**config.mk**
```make
export PLATFORM = sky130hd
export DESIGN_NAME = key_event_decoder_flat
export DESIGN_NICKNAME = d
export VERILOG_FILES = /design/src/rtl/key_event_decoder_if.sv /design/src/rtl/key_event_decoder.sv /design/src/flat_wrapper.sv
export SDC_FILE = /design/constraint.sdc
export NUM_CORES = 1
export LEC_CHECK = 0
export ABC_AREA = 0
export CORE_MARGIN = 5
export CORE_UTILIZATION = 30
export CTS_CLUSTER_DIAMETER = 50
export DETAILED_ROUTE_END_ITERATION = 12
export HOLD_SLACK_MARGIN = 0.06
export PLACE_DENSITY = 0.48
export SLEW_MARGIN = 20
export SYNTH_ARGS = -nofsm -noshare
export SYNTH_HDL_FRONTEND = slang
export SYNTH_SLANG_ARGS = --single-unit
```
**constraint.sdc**
```tcl
create_clock -name clk -period 1.9 [get_ports clk]
set_input_delay 0.57 -clock clk [delete_from_list [all_inputs] [get_ports clk]]
set_output_delay 0.57 -clock clk [all_outputs]
set_load 0.02 [all_outputs]
```
**src/rtl/key_event_decoder_if.sv**
```systemverilog
// Key-level in, classified one-clock strobes out, between a debouncer and the timer control FSM.
// The debouncer/controller side uses the master modport; the decoder uses the slave modport.
interface key_event_decoder_if;
  logic key_press;
  logic repeat_en;
  logic press_pulse;
  logic release_pulse;
  logic short_click;
  logic long_press;
  logic repeat_pulse;
  logic held;

  modport master (
    output key_press,
    output repeat_en,
    input  press_pulse,
    input  release_pulse,
    input  short_click,
    input  long_press,
    input  repeat_pulse,
    input  held
  );

  modport slave (
    input  key_press,
    input  repeat_en,
    output press_pulse,
    output release_pulse,
    output short_click,
    output long_press,
    output repeat_pulse,
    output held
  );
endinterface

```
**src/rtl/key_event_decoder.sv**
```systemverilog
// Classifies each debounced key hold into press/release edges, short click, long press
// and auto-repeat ticks; every output is registered, strobes last exactly one clock.
module key_event_decoder #(
  parameter int CNT_W         = 25,
  parameter int LONG_CYCLES   = 25_000_000,
  parameter int REPEAT_PERIOD = 5_000_000
) (
  input  logic                 clk,
  input  logic                 reset,
  key_event_decoder_if.slave   bus
);

  typedef enum logic [1:0] {
    IDLE    = 2'd0,
    PRESSED = 2'd1,
    LONG    = 2'd2
  } state_e;

  localparam logic [CNT_W-1:0] LONG_LAST   = CNT_W'(LONG_CYCLES - 1);
  localparam logic [CNT_W-1:0] REPEAT_LAST = CNT_W'(REPEAT_PERIOD - 1);
  localparam logic [CNT_W-1:0] CNT_ONE     = CNT_W'(1);

  state_e           state_q, state_d;
  logic [CNT_W-1:0] cnt_q, cnt_d;

  logic press_q,   press_d;
  logic release_q, release_d;
  logic short_q,   short_d;
  logic long_q,    long_d;
  logic repeat_q,  repeat_d;
  logic held_q,    held_d;

  // NOTE: every variable gets a default before any branch so no path leaves one
  // unassigned, which would otherwise infer a latch.
  always_comb begin
    state_d   = state_q;
    cnt_d     = cnt_q;
    press_d   = 1'b0;
    release_d = 1'b0;
    short_d   = 1'b0;
    long_d    = 1'b0;
    repeat_d  = 1'b0;

    unique case (state_q)
      IDLE: begin
        if (bus.key_press) begin
          state_d = PRESSED;
          cnt_d   = '0;
          press_d = 1'b1;
        end
      end

      PRESSED: begin
        // Release is tested first so it wins over the long-press terminal count.
        if (!bus.key_press) begin
          state_d   = IDLE;
          release_d = 1'b1;
          short_d   = 1'b1;
        end else if (cnt_q == LONG_LAST) begin
          state_d = LONG;
          cnt_d   = '0;
          long_d  = 1'b1;
        end else begin
          cnt_d = cnt_q + CNT_ONE;
        end
      end

      LONG: begin
        if (!bus.key_press) begin
          state_d   = IDLE;
          cnt_d     = '0;
          release_d = 1'b1;
        end else if (!bus.repeat_en) begin
          // Holding the count at zero restarts repeat timing when repeat_en rises.
          cnt_d = '0;
        end else if (cnt_q == REPEAT_LAST) begin
          cnt_d    = '0;
          repeat_d = 1'b1;
        end else begin
          cnt_d = cnt_q + CNT_ONE;
        end
      end

      default: begin
        state_d = IDLE;
        cnt_d   = '0;
      end
    endcase

    held_d = (state_d != IDLE);
  end

  // NOTE: state is updated with non-blocking assignments so every register samples
  // the pre-edge values, independent of statement order.
  always_ff @(posedge clk or posedge reset) begin
    if (reset) begin
      state_q   <= IDLE;
      cnt_q     <= '0;
      press_q   <= 1'b0;
      release_q <= 1'b0;
      short_q   <= 1'b0;
      long_q    <= 1'b0;
      repeat_q  <= 1'b0;
      held_q    <= 1'b0;
    end else begin
      state_q   <= state_d;
      cnt_q     <= cnt_d;
      press_q   <= press_d;
      release_q <= release_d;
      short_q   <= short_d;
      long_q    <= long_d;
      repeat_q  <= repeat_d;
      held_q    <= held_d;
    end
  end

  assign bus.press_pulse   = press_q;
  assign bus.release_pulse = release_q;
  assign bus.short_click   = short_q;
  assign bus.long_press    = long_q;
  assign bus.repeat_pulse  = repeat_q;
  assign bus.held          = held_q;

endmodule
```
**src/flat_wrapper.sv**
```systemverilog
// flat-port wrapper written by rule: the top's interface ports become plain ports
module key_event_decoder_flat 
#(
  parameter int CNT_W         = 25,
  parameter int LONG_CYCLES   = 25_000_000,
  parameter int REPEAT_PERIOD = 5_000_000
)
  (clk, reset, bus_key_press, bus_repeat_en, bus_press_pulse, bus_release_pulse, bus_short_click, bus_long_press, bus_repeat_pulse, bus_held);
  key_event_decoder_if bus_i ();
  input  logic clk;
  input  logic reset;
  input wire logic [$bits(bus_i.key_press)-1:0] bus_key_press;
  input wire logic [$bits(bus_i.repeat_en)-1:0] bus_repeat_en;
  output wire logic [$bits(bus_i.press_pulse)-1:0] bus_press_pulse;
  output wire logic [$bits(bus_i.release_pulse)-1:0] bus_release_pulse;
  output wire logic [$bits(bus_i.short_click)-1:0] bus_short_click;
  output wire logic [$bits(bus_i.long_press)-1:0] bus_long_press;
  output wire logic [$bits(bus_i.repeat_pulse)-1:0] bus_repeat_pulse;
  output wire logic [$bits(bus_i.held)-1:0] bus_held;
  assign bus_i.key_press = bus_key_press;
  assign bus_i.repeat_en = bus_repeat_en;
  assign bus_press_pulse = bus_i.press_pulse;
  assign bus_release_pulse = bus_i.release_pulse;
  assign bus_short_click = bus_i.short_click;
  assign bus_long_press = bus_i.long_press;
  assign bus_repeat_pulse = bus_i.repeat_pulse;
  assign bus_held = bus_i.held;
  key_event_decoder #(.CNT_W(CNT_W), .LONG_CYCLES(LONG_CYCLES), .REPEAT_PERIOD(REPEAT_PERIOD)) u_core (.clk(clk), .reset(reset), .bus(bus_i));
endmodule
```
==> results of run 1 <==
==> cell families after synthesis <==
group / count (synthesis) / share of synthesized area, %
and+or+nand+nor: 124 / 32.1
AOI/OAI and AO/OA: 51 / 18.5
adders and majority gates: 5 / 3.04
DFF: 33 / 40.1
buffers and inverters: 24 / 4.61
xor gates and xnor gates: 4 / 1.70
==> layout by cell type (no fill, tap or decap), drive strengths merged, types with 4 or more instances in the layout <==
cell type,Yosys,layout
and2,8,8
ha,5,5
o2111ai,11,11
inv,11,11
nor2b,5,5
nand4,8,8
o21ai,9,9
nor4,5,5
nand3,14,14
clkbuf,8,7
nor3,5,5
clkdlybuf4s50,0,9
nand2,42,42
or2,6,6
nor2,14,14
buf,5,45
and4,4,4
dfrtp,33,33
o221ai,8,8
o211ai,12,12
==> worst paths after layout <==
path | start | to | slack, ns | depth (start not counted)
min | u_core.cnt_q[12]$_DFFE_PP0P_ | u_core.cnt_q[12]$_DFFE_PP0P_ | 0.51 | 2
max reg2reg | u_core.cnt_q[17]$_DFFE_PP0P_ | u_core.cnt_q[16]$_DFFE_PP0P_ | -0.08 | 7
max in group asynchronous | reset | u_core.cnt_q[19]$_DFFE_PP0P_ | 1.09 | 3
max | u_core.cnt_q[17]$_DFFE_PP0P_ | u_core.cnt_q[16]$_DFFE_PP0P_ | -0.08 | 7
min reg2reg | u_core.cnt_q[12]$_DFFE_PP0P_ | u_core.cnt_q[12]$_DFFE_PP0P_ | 0.51 | 2
min in group asynchronous | reset | u_core.cnt_q[7]$_DFFE_PP0P_ | 0.61 | 3
==> layer usage <==
layer,wire [um],GRT usage (%),vias up,share of wire (%)
met5,0,0,-,0
met1,2800,19.2,957,48
met2,2750,22.7,28,47
met4,99,5.49,0,1.7
met3,222,3.09,6,3.8
li1,-,-,991,-
==> timing repair <==
item                                    4_1_cts  5_1_grt
endpoints found under the setup margin       27       27
pin swaps                                     2        4
resized for setup                             5       11
buffers inserted                              0        1
cloned                                        0        0
==> worst min-delay path, delay by kind of cell, from the launching register on <==
family        cells  cell delay, ns
flops             1            0.37
simple gates      2            0.11
==> power groups by stage <==
stage          clock network, W  logic [W]  registers, W
4_1_cts                0.000635   0.000703      0.000800
3_3_place_gp                  0   0.000680      0.000813
5_1_grt                0.000665   0.000796      0.000805
6_report               0.000611   0.000724      0.000801
3_5_place_dp                  0   0.000685      0.000814
2_1_floorplan                 0   0.000366      0.000849
==> synthesized netlist by cell type, types with 4 or more instances <==
master / number / area (um2)
nand4_1: 8 / 50.1
nor2b_1: 5 / 31.3
nand3_1: 14 / 70.1
inv_1: 11 / 41.3
and4_1: 4 / 35.0
ha_1: 5 / 62.6
dfrtp_1: 33 / 826
o21ai_0: 8 / 40.0
o211ai_1: 12 / 90.1
and2_1: 8 / 50.1
o2111ai_1: 11 / 96.3
nor2_1: 14 / 52.6
buf_2: 4 / 20.0
or2_2: 6 / 37.5
nor4_1: 4 / 25.0
o221ai_1: 8 / 70.1
nand2_1: 42 / 158
nor3_1: 5 / 25.0
clkbuf_1: 8 / 30.0
==> layout make-up <==
class / instances / area share [%]
inverter: 11 / 1.46
tap: 80 / 3.54
clock buffer: 7 / 3.41
timing repair buffer: 54 / 16.9
clock inverter: 1 / 0.177
sequential: 33 / 29.2
multi-input combinational: 184 / 45.3
==> stage by stage <==
| step | utilization [%] | instances | area (um2) |
|---|---|---|---|
| 5_1_grt | 41.8 | 370 | 2830 |
| 2_1_floorplan | - | 241 | 2160 |
| 3_5_place_dp | 39.1 | 361 | 2640 |
| 6_report | 41.8 | 370 | 2830 |
| 3_3_place_gp | 39.1 | 361 | 2640 |
| 4_1_cts | 40.8 | 369 | 2760 |
==> flip-flops by register name, indices dropped and copies added (netlist names) <==
register                  flops
u_core.bus.long_press         1
u_core.bus.release_pulse      1
u_core.bus.held               1
u_core.state_q                2
u_core.bus.short_click        1
u_core.bus.repeat_pulse       1
u_core.bus.press_pulse        1
u_core.cnt_q                 25
==> results.txt, run 1 <==
Internal Power - 0.00137 W
Clock root cell - clkbuf_8
Ys async rst share - 100%
Register area - 826 um2
Crit share post-route - 104%
YS warnings - 0
Final worst slack - -0.0840 ns
Syn_area_per_cell - 8.55 um2
IO buf count - 9
Maxcap violations - 0
Via count - 1,982
Switching power - 0.000762 W
Routed wire per std cell - 15.9 um
Layout cells sized above 1 - 28.6%
# DRC - 0
Total power - 0.00214 W
Status - complete, but fails checks
Syn nets - 250
Vias in the first global route - 1,885
Min Hold Slack - 0.508 ns
Peak VDD IR - 0.254 mV
Post-Route WL - 5870 um
Critical path's slowest cell - or4b_4
Area of the multi-input gates - 0.00128 mm2
Rows - 30
TritonCTS clock tree - done
CTS max path bufs - 2
Failing checks - negative setup slack
Number of synthesized register bits - 33
Clock-pin slew on the worst setup and hold paths - 0.08 ns
Fmax - 504 MHz
Most used cell, CP - o211ai_1
Sw Ratio - 35.7%
Rel. slew slack - 78.3%
Drt first pass iters - 4
Worst Hold Class - flip-flop to flip-flop
GRT overflow - 0
Period minus WS final - 1.98 ns
Buffers and inverters on the worst path - 2
RSZ-0062 raised after global routing - true
Top Family by Delay on Critical Path - simple AND/OR/NAND/NOR gates
Crit Path Max Fanout - 17
Die W - 92.9 um
Final net count - 298
Die Y - 92.9 um
Drt via density - 5.36
Startpoint types - flip-flop
Setup TNS Final - -0.957 ns
Clock power share - 28.6%
DRT antenna net count - 0
Sink Count - 33
Starting Density - 30.5%
Placer Congestion - 0.768
Power Density - 756 mW/mm2
Post-Place Setup Slack - -0.169 ns
DRT iter0 DRCs - 128
Io pins - 10
Post-synth EDFFs - 0
Clk Latency, worst-skew pair - 0.29 ns
Area grow syn2layout - 37.1%
CTS HTree Levels - 2
Max-slew violation count - 0
Setup crit end kind - flip-flop
Filler instances - 699
Synth Cell Area - 0.00206 mm2
HPWL Detailed - 4200 um
First-pass GRT wire length - 9780 um
Endpoints failing hold - 0
Distinct cells, synth - 40
Ant diodes - 0
Leak - 1.17 nW
Critical path class - flip-flop to flip-flop
Worst endpoint data arrival time - 2.14 ns
Total GRT Usage - 14.4%
CORE AREA - 0.00676 mm2
Initial antenna violation count - 0
Max incr delay on CP - 0.57 ns
Sequential-to-total area share from yosys stat - 40.1%
Commonest register cell after synthesis - dfrtp_1
Final setup violation count - 23
CTS Hold Buffers Added - 0
Gate Count Post-Synth - 241
Worst EP required - 2.06 ns
TritonCTS buffer count - 5
CP cell instances - or4b_4 > nor4_4 > buf_4 > a31oi_4 > buf_12 > o211ai_1 > o211ai_1
Seq pwr share - 37.5%
Largest net degree at the start of global routing - 34
Combinational power share - 33.9%
Worst slew pin tran - 0.322 ns
Die area - 0.00863 mm2
Final Skew - 0.00631 ns
No activity file was read; power rests on OpenSTA's default activity.
==> inputs of run 2 (changes only) <==
--- a/config.mk
+++ b/config.mk
@@ -10,6 +10,7 @@
 export CORE_UTILIZATION = 30
 export CTS_CLUSTER_DIAMETER = 50
 export DETAILED_ROUTE_END_ITERATION = 12
+export GPL_TIMING_DRIVEN = 0
 export HOLD_SLACK_MARGIN = 0.06
 export PLACE_DENSITY = 0.48
 export SLEW_MARGIN = 20
==> run 2 against run 1 <==
Net effect: the flow still finishes with violations (negative setup slack); power up 5.6%; critical path depth did not move; via count fell by 1.1%; die area is the same; hold slack about the same; largest cell class unchanged; largest power group unchanged; highest routed layer unchanged.
==> results.txt, run 2 (synthesis results as in run 1) <==
Status - complete, but fails checks (unchanged)
Failing checks - negative setup slack (unchanged)
# DRC - 0 (unchanged)
TritonCTS clock tree - done (unchanged)
Initial antenna violation count - 0 (unchanged)
Post-Route WL - 6180 um (was 5870 um)
Final setup violation count - 25 (was 23)
Ant diodes - 0 (unchanged)
Largest reg by FF count - u_core.cnt_q (unchanged)
CORE AREA - 0.00676 mm2 (unchanged)
Clock-pin slew on the worst setup and hold paths - 0.09 ns (was 0.08 ns)
CTS Hold Buffers Added - 0 (unchanged)
Rel. slew slack - 51.7% (was 78.3%)
Total power - 0.00225 W (was 0.00214 W)
Crit share post-route - 111% (was 104%)
RSZ-0062 raised after global routing - true (unchanged)
Critical path's slowest cell - or4b_4 (unchanged)
Final Core Density - 40.1% (was 41.8%)
Buffers and inverters on the worst path - 2 (unchanged)
Crit Path Max Fanout - 6 (was 17)
Worst endpoint data arrival time - 2.27 ns (was 2.14 ns)
Vias in the first global route - 1,837 (was 1,885)
Setup crit end kind - flip-flop (unchanged)
Max incr delay on CP - 0.56 ns (was 0.57 ns)
Worst slew pin tran - 0.724 ns (was 0.322 ns)
Worst EP required - 2.06 ns (about the same)
Final Skew - 0.0195 ns (was 0.00631 ns)
Die Y - 92.9 um (unchanged)
Routed wire per std cell - 17.5 um (was 15.9 um)
Top Family by Delay on Critical Path - simple AND/OR/NAND/NOR gates (unchanged)
Filler instances - 679 (was 699)
Critical path class - flip-flop to flip-flop (unchanged)
Endpoints failing hold - 0 (unchanged)
Most frequent cells in the layout - nand2_1 (42), dfrtp_1 (27), nor2_1 (13), nand3_1 (13) (was nand2_1 (42), buf_4 (39), dfrtp_1 (33), nor2_1 (14), nand3_1 (13))
Largest net degree at the start of global routing - 34 (unchanged)
Final net count - 281 (was 298)
CTS HTree Levels - 2 (unchanged)
Die area - 0.00863 mm2 (unchanged)
Startpoint types - flip-flop (unchanged)
Rows - 30 (unchanged)
Total GRT Usage - 15.1% (was 14.4%)
Most used cell, CP - buf_6 (was o211ai_1)
GRT overflow - 0 (unchanged)
Placed cell count - 330 (was 361)
Largest regs - u_core.cnt_q (25), u_core.state_q (2) (unchanged)
Placed cell area - 0.00235 mm2 (was 0.00264 mm2)
Max-slew violation count - 0 (unchanged)
Design area - 0.00271 mm2 (was 0.00283 mm2)
Clock root cell - clkbuf_8 (unchanged)
Starting Density - 30.5% (unchanged)
FF-to-FF path depth - 7 (unchanged)
Area grow syn2layout - 31.5% (was 37.1%)
DRT iter0 DRCs - 131 (was 128)
CTS max path bufs - 2 (unchanged)
Drt first pass iters - 4 (unchanged)
First-pass GRT wire length - 10000 um (was 9780 um)
Sink Count - 33 (unchanged)
Power Density - 832 mW/mm2 (was 756 mW/mm2)
DRT antenna net count - 0 (unchanged)
Worst Hold Class - flip-flop to flip-flop (unchanged)
Placer Congestion - 0.779 (was 0.768)
Period minus WS final - 2.11 ns (was 1.98 ns)
Leading cell type in the layout, fill and taps excluded - nand2_1 (unchanged)
Maxcap violations - 0 (unchanged)
HPWL Detailed - 3840 um (was 4200 um)
Leak - 1.10 nW (was 1.17 nW)
Drt via density - 5.55 (was 5.36)
Peak VDD IR - 0.317 mV (was 0.254 mV)
Stages on the worst setup path - 7 (unchanged)
Cell Count, Final, Fillers Out - 353 (was 370)
Layout cells sized above 1 - 26.4% (was 28.6%)
Clk Latency, worst-skew pair - 0.31 ns (was 0.29 ns)
Die W - 92.9 um (unchanged)
Io pins - 10 (unchanged)
TritonCTS buffer count - 5 (unchanged)
WHS Path Cells - 1 (was 2)
Max reg flops - 25 (unchanged)
Fmax - 473 MHz (was 504 MHz)
IO buf count - 9 (unchanged)
Final worst slack - -0.212 ns (was -0.0840 ns)
Via count - 1,960 (was 1,982)
CP cell instances - or4b_4 > nor4_4 > buf_6 > a31oi_4 > o21ai_4 > buf_6 > o211ai_1 (was or4b_4 > nor4_4 > buf_4 > a31oi_4 > buf_12 > o211ai_1 > o211ai_1)
## run 2: per-stage QoR
step                worst slack [ns]  setup TNS, ns  hold WS, ns
floorplan                    -0.0699          -1.23        0.497
global placement              -0.682         -23.56        0.526
detailed placement            -0.653         -13.72        0.539
CTS                           -0.231          -5.06        0.554
global route                  -0.264          -5.35        0.574
finish                        -0.212          -3.70        0.508
## run 2: final timing paths
path / from / endpoint / slack [ns]
worst max register to register: u_core.cnt_q[23]$_DFFE_PP0P_ / u_core.cnt_q[11]$_DFFE_PP0P_ / -0.21
min in group asynchronous: reset / u_core.cnt_q[23]$_DFFE_PP0P_ / 0.70
worst min register to register: u_core.cnt_q[0]$_DFFE_PP0P_ / u_core.cnt_q[0]$_DFFE_PP0P_ / 0.51
worst min-delay path: u_core.cnt_q[0]$_DFFE_PP0P_ / u_core.cnt_q[0]$_DFFE_PP0P_ / 0.51
max in group asynchronous: reset / u_core.cnt_q[13]$_DFFE_PP0P_ / 0.67
worst max-delay path: u_core.cnt_q[23]$_DFFE_PP0P_ / u_core.cnt_q[11]$_DFFE_PP0P_ / -0.21
## run 2: what timing repair did
item                                    in CTS  in global routing
endpoints found under the setup margin      28                 28
buffers inserted                             8                  4
cloned                                       6                  0
pin swaps                                    9                  9
resized for setup                           22                 16
## run 2: layout make-up
class,count,area [um2],share of cell area (%)
tap,80,100,3.69
buffer,10,82.6,3.05
clock inverter,1,30.0,1.11
multi-input combinational,186,1320,48.8
inverter,11,41.3,1.52
sequential,33,833,30.7
clock buffer,7,86.3,3.19
timing repair buffer,25,215,7.94
## run 2: metal layers
layer / wire length, um / GRT usage, % / share of wire (%) / up-vias
met1: 3110 / 21.1 / 50 / 950
met3: 192 / 3.01 / 3.1 / 7
met2: 2800 / 23.7 / 45 / 39
li1: - / - / - / 964
met4: 68 / 4.40 / 1.1 / 0
met5: 0 / 0 / 0 / -
## run 2: worst register-to-register path, delay by kind of cell (launching register included)
| kind | cells | cell delay (ns) |
|---|---|---|
| AND/OR/NAND/NOR | 2 | 0.72 |
| AO/OA/AOI/OAI | 3 | 0.50 |
| flip-flops | 1 | 0.41 |
| buffers and inverters | 2 | 0.34 |
## run 2: power by group
group	internal (W)	switching, W	total (W)
clock network	0.000428	0.000293	0.000721
registers	0.000763	0.0000513	0.000814
logic	0.000263	0.000457	0.000719
total	0.00145	0.000801	0.00225
==> inputs of run 3 (changes only) <==
--- a/config.mk
+++ b/config.mk
@@ -6,13 +6,17 @@
 export NUM_CORES = 1
 export LEC_CHECK = 0
 export ABC_AREA = 0
+export ABC_CLOCK_PERIOD_IN_PS = 1900
+export CELL_PAD_IN_SITES_DETAIL_PLACEMENT = 1
+export CELL_PAD_IN_SITES_GLOBAL_PLACEMENT = 2
 export CORE_MARGIN = 5
 export CORE_UTILIZATION = 30
 export CTS_CLUSTER_DIAMETER = 50
 export DETAILED_ROUTE_END_ITERATION = 12
 export GPL_TIMING_DRIVEN = 0
 export HOLD_SLACK_MARGIN = 0.06
-export PLACE_DENSITY = 0.48
+export PLACE_DENSITY = 0.7
+export SKIP_LAST_GASP = 1
 export SLEW_MARGIN = 20
 export SYNTH_ARGS = -nofsm -noshare
 export SYNTH_HDL_FRONTEND = slang
==> run 3 against run 2 <==
Net effect: the run still ends with negative setup slack left; clock power barely moved; core utilization up 0.61 points; non-clock buffer count is 1 higher; final area grew 1.5%; critical path type unchanged; highest routed layer unchanged.
==> results.txt, run 3 (synthesis results as in run 1) <==
RSZ-0062 raised after global routing - true (unchanged)
R2R Setup Slk - -0.28 ns (was -0.21 ns)
Initial antenna violation count - 0 (unchanged)
Drt first pass iters - 4 (unchanged)
CP cell instances - or4_4 > nor4_4 > a31oi_4 > o21ai_4 > buf_4 > o21ai_0 (was or4b_4 > nor4_4 > buf_6 > a31oi_4 > o21ai_4 > buf_6 > o211ai_1)
Vias in the first global route - 2,093 (was 1,837)
Clock-pin slew on the worst setup and hold paths - 0.08 ns (was 0.09 ns)
Largest regs - u_core.cnt_q (25), u_core.state_q (2) (unchanged)
Total GRT Usage - 16.9% (was 15.1%)
Max incr delay on CP - 0.55 ns (was 0.56 ns)
Crit Path Max Fanout - 8 (was 6)
Most frequent cells in the layout - nand2_1 (42), dfrtp_1 (26), nor2_1 (13), nand3_1 (13), o211ai_1 (12) (was nand2_1 (42), dfrtp_1 (27), nor2_1 (13), nand3_1 (13))
Maxcap violations - 0 (unchanged)
CTS HTree Levels - 2 (unchanged)
Leading cell type in the layout, fill and taps excluded - nand2_1 (unchanged)
Final Skew - 0.00904 ns (was 0.0195 ns)
Area grow syn2layout - 33.5% (was 31.5%)
First-pass GRT wire length - 11,300 um (was 10000 um)
Placer Congestion - 0.800 (was 0.779)
TritonCTS buffer count - 5 (unchanged)
TritonCTS clock tree - done (unchanged)
FF-to-FF path depth - 6 (was 7)
Power Density - 840 mW/mm2 (was 832 mW/mm2)
Clock root cell - clkbuf_8 (unchanged)
DRT antenna net count - 0 (unchanged)
Startpoint types - flip-flop (unchanged)
WHS Endpoint - u_core.cnt_q[0]$_DFFE_PP0P_ (unchanged)
Die W - 92.9 um (unchanged)
Final worst slack - -0.279 ns (was -0.212 ns)
Most used routing layer - met2 (unchanged)
CORE AREA - 0.00676 mm2 (unchanged)
Endpoints failing hold - 0 (unchanged)
Drt via density - 5.66 (was 5.55)
GR Util met3 - 2.84% (was 3.01%)
Ant diodes - 0 (unchanged)
Die area - 0.00863 mm2 (unchanged)
Worst EP required - 2.07 ns (was 2.06 ns)
Reg-to-Reg Start - u_core.cnt_q[21]$_DFFE_PP0P_ (was u_core.cnt_q[23]$_DFFE_PP0P_)
Worst endpoint data arrival time - 2.35 ns (was 2.27 ns)
Final setup violation count - 25 (unchanged)
Via count - 1,999 (was 1,960)
M1 GR Usage - 22.5% (was 21.1%)
Final Core Density - 40.7% (was 40.1%)
Total power - 0.00231 W (was 0.00225 W)
Rows - 30 (unchanged)
HP Start - u_core.cnt_q[0]$_DFFE_PP0P_ (unchanged)
Status - complete, but fails checks (unchanged)
Leak - 1.10 nW (about the same)
Period minus WS final - 2.18 ns (was 2.11 ns)
Clk Latency, worst-skew pair - 0.29 ns (was 0.31 ns)
Max reg flops - 25 (unchanged)
Peak VDD IR - 0.255 mV (was 0.317 mV)
Worst slew pin tran - 0.646 ns (was 0.724 ns)
GRT overflow - 0 (unchanged)
Sink Count - 33 (unchanged)
Setup crit end kind - flip-flop (unchanged)
Rel. slew slack - 56.5% (was 51.7%)
# DRC - 0 (unchanged)
Max-slew violation count - 0 (unchanged)
Filler instances - 786 (was 679)
Layout cells sized above 1 - 27.8% (was 26.4%)
Final net count - 281 (unchanged)
Die Y - 92.9 um (unchanged)
Failing checks - negative setup slack (unchanged)
HPWL Detailed - 4410 um (was 3840 um)
Largest net degree at the start of global routing - 20 (was 34)
IO buf count - 9 (unchanged)
CTS max path bufs - 2 (unchanged)
DRT iter0 DRCs - 111 (was 131)
Reg-to-reg endpoint - u_core.cnt_q[7]$_DFFE_PP0P_ (was u_core.cnt_q[11]$_DFFE_PP0P_)
WHS Path Cells - 1 (unchanged)
Post-Route WL - 6740 um (was 6180 um)
Critical path's slowest cell - or4_4 (was or4b_4)
Crit share post-route - 115% (was 111%)
Largest reg by FF count - u_core.cnt_q (unchanged)
Starting Density - 30.5% (unchanged)
Io pins - 10 (unchanged)
Routed wire per std cell - 19.1 um (was 17.5 um)
Fmax - 459 MHz (was 473 MHz)
Critical path class - flip-flop to flip-flop (unchanged)
Worst Hold Class - flip-flop to flip-flop (unchanged)
M2 GR Usage - 27.9% (was 23.7%)
Setup TNS Final - -5.52 ns (was -3.70 ns)
run 3: stage by stage:
| step | hold WS [ns] | cell area (um2) | cells | worst slack (ns) |
|---|---|---|---|---|
| floorplan | 0.497 | 2160 | 241 | -0.0699 |
| detailed placement | 0.539 | 2380 | 331 | -0.670 |
| global route | 0.584 | 2750 | 353 | -0.343 |
| CTS | 0.555 | 2670 | 349 | -0.243 |
| finish | 0.524 | 2750 | 353 | -0.279 |
| global placement | 0.529 | 2350 | 330 | -0.723 |
run 3: what timing repair did:
action	in CTS	in global routing
pin swaps	9	16
buffers inserted	7	3
gates cloned	5	1
endpoints found under the setup margin	28	28
hold buffers	0	0
resized for setup	26	16
run 3: area by class of cell:
class | count | area, um2 | share of cell area [%]
multi-input cells | 185 | 1330 | 48.3
well taps | 80 | 100 | 3.64
clock inverters | 2 | 37.5 | 1.36
plain buffers | 11 | 86.3 | 3.14
clock buffers | 6 | 82.6 | 3.00
inverters | 11 | 41.3 | 1.50
repair buffers | 25 | 239 | 8.69
flip-flops and latches | 33 | 835 | 30.3
run 3: how the worst max path moves through the flow:
stage | cells past startpoint | end | startpoint | slack, ns
after floorplan | 6 | u_core.cnt_q[5]$_DFFE_PP0P_ | u_core.cnt_q[7]$_DFFE_PP0P_ | -0.07
final | 6 | u_core.cnt_q[7]$_DFFE_PP0P_ | u_core.cnt_q[21]$_DFFE_PP0P_ | -0.28
after global placement | 6 | u_core.cnt_q[11]$_DFFE_PP0P_ | bus_key_press | -0.72
after detailed placement | 6 | u_core.cnt_q[11]$_DFFE_PP0P_ | bus_key_press | -0.67
after global routing | 6 | u_core.cnt_q[16]$_DFFE_PP0P_ | u_core.cnt_q[21]$_DFFE_PP0P_ | -0.34
after CTS | 7 | u_core.cnt_q[17]$_DFFE_PP0P_ | u_core.cnt_q[17]$_DFFE_PP0P_ | -0.24
run 3: critical path: cells and delay by family, from the launching register on:
kind | cells | cell delay, ns
AO/OA/AOI/OAI | 3 | 0.58
buffers and inverters | 1 | 0.18
flip-flops | 1 | 0.44
AND/OR/NAND/NOR | 2 | 0.86
run 3: where the power goes:
group,switching (W),internal (W),leakage [nW]
Sequential,0.0000500,0.000763,0.441
Combinational,0.000490,0.000288,0.603
Clock,0.000294,0.000427,0.0574
Total,0.000834,0.00148,1.10
run 3: metal layers:
| layer | up-vias | wire, um |
|---|---|---|
| met2 | 31 | 3210 |
| li1 | 953 | - |
| met5 | - | 0 |
| met1 | 1006 | 3230 |
| met4 | 0 | 93 |
| met3 | 9 | 206 |
